<file path="config.mk">
export PLATFORM = sky130hd
export DESIGN_NAME = clk_en_scheduler
export DESIGN_NICKNAME = d
export VERILOG_FILES = /design/src/rtl/clk_en_scheduler.sv
export SDC_FILE = /design/constraint.sdc
export NUM_CORES = 1
export LEC_CHECK = 0
export CAP_MARGIN = 25
export CORE_ASPECT_RATIO = 1.25
export CORE_UTILIZATION = 55
export DETAILED_ROUTE_END_ITERATION = 10
export PLACE_DENSITY = 0.79
export REMOVE_ABC_BUFFERS = 1
export SKIP_CTS_REPAIR_TIMING = 1
export SLEW_MARGIN = 40
export SYNTH_ARGS = -nofsm -noshare
export SYNTH_HDL_FRONTEND = slang
export SYNTH_SLANG_ARGS = --single-unit
</file>
<file path="constraint.sdc">
create_clock -name clk_i -period 3.33 [get_ports clk_i]
set_input_delay 0.666 -clock clk_i [delete_from_list [all_inputs] [get_ports clk_i]]
set_output_delay 0.666 -clock clk_i [all_outputs]
set_load 0.01 [all_outputs]
</file>
<file path="src/rtl/clk_en_scheduler.sv">
`default_nettype none
// ============================================================================
// clk_en_scheduler : shared programmable prescaler, per-channel tick + square
// Revision 1.0
// ============================================================================
module clk_en_scheduler #(
   parameter int N_CH    = 4,
   parameter int DIV_W   = 16,
   parameter int DEF_DIV = 50000,
   localparam int CH_W   = (N_CH > 1) ? $clog2(N_CH) : 1
) (
   input  logic              clk_i,
   input  logic              rst_n_i,
   input  logic [N_CH-1:0]   en_i,
   input  logic              cfg_valid_i,
   output logic              cfg_ready_o,
   input  logic [CH_W-1:0]   cfg_ch_i,
   input  logic [DIV_W-1:0]  cfg_div_i,
   output logic [N_CH-1:0]   tick_o,
   output logic [N_CH-1:0]   sq_o,
   output logic [N_CH-1:0]   pend_o
);

   localparam int NSEL = 1 << CH_W;

   typedef enum logic [1:0] {
      ST_IDLE     = 2'd0,
      ST_RUN      = 2'd1,
      ST_RUN_PEND = 2'd2
   } state_t;

   logic [N_CH-1:0]  pend_vec;
   logic [NSEL-1:0]  pend_sel;
   logic             cfg_fire;
   logic [DIV_W-1:0] cfg_div_clamped;

   // Out-of-range channel indices read as "not pending" so the port never goes X.
   assign pend_sel        = NSEL'(pend_vec);
   assign cfg_ready_o     = rst_n_i & ~pend_sel[cfg_ch_i];
   assign cfg_fire        = cfg_valid_i & cfg_ready_o;
   assign cfg_div_clamped = (cfg_div_i < DIV_W'(2)) ? DIV_W'(2) : cfg_div_i;
   assign pend_o          = pend_vec;

   for (genvar g = 0; g < N_CH; g++) begin : g_ch
      state_t           state_q, state_d;
      logic [DIV_W-1:0] cnt_q, cnt_d;
      logic [DIV_W-1:0] div_q, div_d;
      logic [DIV_W-1:0] pdiv_q, pdiv_d;
      logic             tick_q, tick_d;
      logic             sq_q, sq_d;
      logic             cfg_hit;
      logic             wrap;

      assign cfg_hit     = cfg_fire & (cfg_ch_i == CH_W'(g));
      assign wrap        = (cnt_q == div_q - DIV_W'(1));
      assign tick_o[g]   = tick_q;
      assign sq_o[g]     = sq_q;
      assign pend_vec[g] = (state_q == ST_RUN_PEND);

      always_ff @(posedge clk_i or negedge rst_n_i) begin
         if (!rst_n_i) begin
            state_q <= ST_IDLE;
            cnt_q   <= '0;
            div_q   <= DIV_W'(DEF_DIV);
            pdiv_q  <= '0;
            tick_q  <= 1'b0;
            sq_q    <= 1'b0;
         end else begin
            state_q <= state_d;
            cnt_q   <= cnt_d;
            div_q   <= div_d;
            pdiv_q  <= pdiv_d;
            tick_q  <= tick_d;
            sq_q    <= sq_d;
         end
      end

      always_comb begin
         state_d = state_q;
         cnt_d   = cnt_q;
         div_d   = div_q;
         pdiv_d  = pdiv_q;
         tick_d  = 1'b0;
         sq_d    = sq_q;
         case (state_q)
            ST_IDLE: begin
               cnt_d = '0;
               sq_d  = 1'b0;
               if (cfg_hit) div_d = cfg_div_clamped;
               if (en_i[g]) state_d = ST_RUN;
            end
            ST_RUN: begin
               if (!en_i[g]) begin
                  state_d = ST_IDLE;
                  cnt_d   = '0;
                  sq_d    = 1'b0;
                  if (cfg_hit) div_d = cfg_div_clamped;
               end else if (wrap) begin
                  // A config landing on the wrap edge owns the period that starts now.
                  cnt_d  = '0;
                  tick_d = 1'b1;
                  sq_d   = ~sq_q;
                  if (cfg_hit) div_d = cfg_div_clamped;
               end else begin
                  cnt_d = cnt_q + DIV_W'(1);
                  if (cfg_hit) begin
                     pdiv_d  = cfg_div_clamped;
                     state_d = ST_RUN_PEND;
                  end
               end
            end
            ST_RUN_PEND: begin
               if (!en_i[g]) begin
                  state_d = ST_IDLE;
                  cnt_d   = '0;
                  sq_d    = 1'b0;
                  div_d   = pdiv_q;
               end else if (wrap) begin
                  state_d = ST_RUN;
                  cnt_d   = '0;
                  tick_d  = 1'b1;
                  sq_d    = ~sq_q;
                  div_d   = pdiv_q;
               end else begin
                  cnt_d = cnt_q + DIV_W'(1);
               end
            end
            default: begin
               state_d = ST_IDLE;
               cnt_d   = '0;
               sq_d    = 1'b0;
            end
         endcase
      end
   end

endmodule
`default_nettype wire

</file>
==> out/metrics.cfg <==
[run_status]
outcome = finished with violations
violations = negative setup slack

[placement]
dp_slack_ns = 0.0863
gp_congestion = 0.871
hpwlAfterDp_mm = 18.3
port_buffers = 37

[cells_and_area]
num-fill-cells = 1711
areaGrowthSynthToFinish_pct = 14.3
nets = 1279
fin_util_pct = 64.1
drive_gt1_share_pct = 19.8
antenna_cells = 0

[timing]
setup_violations = 3
period_share_pct = 101
hold_viol_final = 0
fin_skew_ns = 0.0171
setup-tns-final_ns = -0.0815
worst_pin_slew_ns = 0.689
fmax_mhz = 298
slew_headroom_pct = 54.0
worst_slack_ns = -0.0309
slew_viol_final = 0
period_needed_ns = 3.36
hold_slack_ns = 0.325

[detailed_routing]
ant_nets = 0
routedWlPerCell_um = 17.5
num_vias = 8917
wl_mm = 26.8
first_pass_iters = 5
drc = 0
drt_iter0_markers = 556
route.detailed.vias_per_inst = 5.85

[clocking]
clock_path_buffers = 3
cts_buffers = 22
clock_sinks = 208
cts-root-buf = clkbuf_16
clkTransAtPathRegs_ns = 0.07
cts_tree = yes
cts.htree.levels = 1
insertion_delay_ns = 0.51

[power]
powerDensity_mw_per_mm2 = 733
p_leak_nw = 5.77
peakVddDrop_mv = 0.471
power_mw = 10.1

[floorplan]
fp-row-count = 60
ios = 38
coreArea_mm2 = 0.0215
die_h_um = 167
chipWidth_um = 134
initial_core_util_pct = 56.1
dieArea_mm2 = 0.0225

[synthesis]
synth_edf_count = 0
yosys_warnings = 0
synth_flop_cell = dfrtp_1
synth_area_mm2 = 0.0120
postSynthCellCount = 1191
ys_ff_latch = 208
synth_cell_type_count = 88
seq_area_frac_synth_pct = 43.5
synth_async_sr_flop_share_pct = 100
syn-mean-instance-area_um2 = 10.1

[setup_path]
crit_path_max_incr_delay_ns = 0.52
r2r_slack_ns = -0.03
worst_ep_arrival_time_ns = 3.75
critPathKind = reg -> reg
required_ns = 3.72
critPathLaunchType = flip-flop
path_cells = inv_1, ha_2, or4b_4, nor2_1, xnor2_1, nor4_1, nand4_1, nor4_4, buf_4, nor3_4, buf_12, mux2_1
slowest_stage = or4b_4
path_max_fanout = 18
crit_path_end_kind = flip-flop

[flow_run]
maxCapViolCount = 0

[grt]
grt_max_degree = 160
grtUsageTotal_pct = 24.1
grt_overflow = 0
antenna_found_initial = 1
grt_pass1_wl_mm = 43.8
grt_pass1_vias = 8943

[hold_path]
min_path_type = in -> async

-- Yosys cell counts (20+ instances only) --
library cell	number	share of area (%)
nand3_1	53	2.2
xor2_1	71	5.2
dfstp_2	24	5.2
xnor2_1	71	5.2
inv_1	32	1.0
ha_1	24	2.5
mux2i_1	55	4.6
nand2_1	95	3.0
clkbuf_1	33	1.0
o21ai_0	55	2.3
nor2_1	128	4.0
a21oi_1	20	0.83
dfrtp_1	184	38
mux2_2	73	6.8
-- worst max-delay path, delay by kind of cell (launching register included) --
family	cells	cell delay (ns)
fa+ha+maj	1	0.23
flops	1	0.45
buf+inv	3	0.50
mux	1	0.32
simple gates	6	1.66
xor+xnor	1	0.07
-- sequential cells by signal, indices dropped and copies added, names as in the netlist --
register / flops
g_ch.tick_q: 4
g_ch.sq_q: 4
g_ch.div_q: 64
g_ch.cnt_q: 64
g_ch.pdiv_q: 64
g_ch.state_q: 8
-- area by class of cell --
| class | instances | area [µm²] | area share, % |
|---|---|---|---|
| Tap cell | 279 | 349 | 2.54 |
| Timing Repair Buffer | 90 | 880 | 6.39 |
| Clock inverter | 16 | 218 | 1.58 |
| Clock buffer | 24 | 589 | 4.28 |
| Multi-Input combinational cell | 876 | 6380 | 46.3 |
| Inverter | 32 | 120 | 0.872 |
| Sequential cell | 208 | 5240 | 38.0 |
-- layout by cell type (no fill, tap or decap), drive strengths merged, types with 25 or more instances in the layout --
cell and n:
o21ai 62, nand3 54, nor2 131, xor2 71, nand2 95, clkbuf 25, mux2i 55, mux2 87
dfrtp 184, xnor2 71, clkdlybuf4s50 36, buf 53, inv 34
-- where the power goes --
part	leakage [nW]	internal [mW]	switching [mW]	total, mW
Combinational	2.70	1.57	1.62	3.19
Sequential	2.68	3.39	0.821	4.21
Clock	0.385	1.61	1.07	2.69
Total	5.77	6.58	3.52	10.1
-- logic make-up (layout without fill, tap and decap cells) --
kind of cell	count (synthesis)	after routing	share of synthesized area (%)
buffers and inverters	108	162	4.36
AOI/OAI and AO/OA	139	140	7.31
muxes	143	143	13.2
DFF	208	208	43.5
adders and majority gates	24	24	2.49
and+or+nand+nor	427	427	18.9
xor gates and xnor gates	142	142	10.3
-- layer usage --
| metal | routed length (µm) | GRT usage [%] | part of all wire, % |
|---|---|---|---|
| met2 | 13500 | 42.2 | 50 |
| met1 | 11300 | 30.5 | 42 |
| met5 | 0 | 0 | 0 |
| met3 | 1130 | 3.24 | 4.2 |
| met4 | 847 | 8.35 | 3.2 |
-- worst paths after layout --
path,startpoint,endpoint,cells after the start
worst max-delay path,g_ch[3].div_q[0]$_DFFE_PN0P_,g_ch[3].pdiv_q[10]$_DFFE_PN0P_,12
worst min register to register,g_ch[1].div_q[15]$_DFFE_PN1P_,g_ch[1].div_q[15]$_DFFE_PN1P_,2
worst max register to register,g_ch[3].div_q[0]$_DFFE_PN0P_,g_ch[3].pdiv_q[10]$_DFFE_PN0P_,12
min in group clk_i,g_ch[1].div_q[15]$_DFFE_PN1P_,g_ch[1].div_q[15]$_DFFE_PN1P_,2
max in group asynchronous,rst_n_i,g_ch[2].state_q[0]$_DFFE_PN0P_,4
worst min-delay path,rst_n_i,g_ch[3].cnt_q[8]$_DFF_PN0_,2
-- per-stage QoR --
stage | cell area, µm² | std cells
final | 13800 | 1525
after global routing | 13800 | 1525
after CTS | 13600 | 1521
after detailed placement | 12800 | 1481
after global placement | 12800 | 1481
after floorplan | 11600 | 1115
Power figures use the tool's default switching activity.
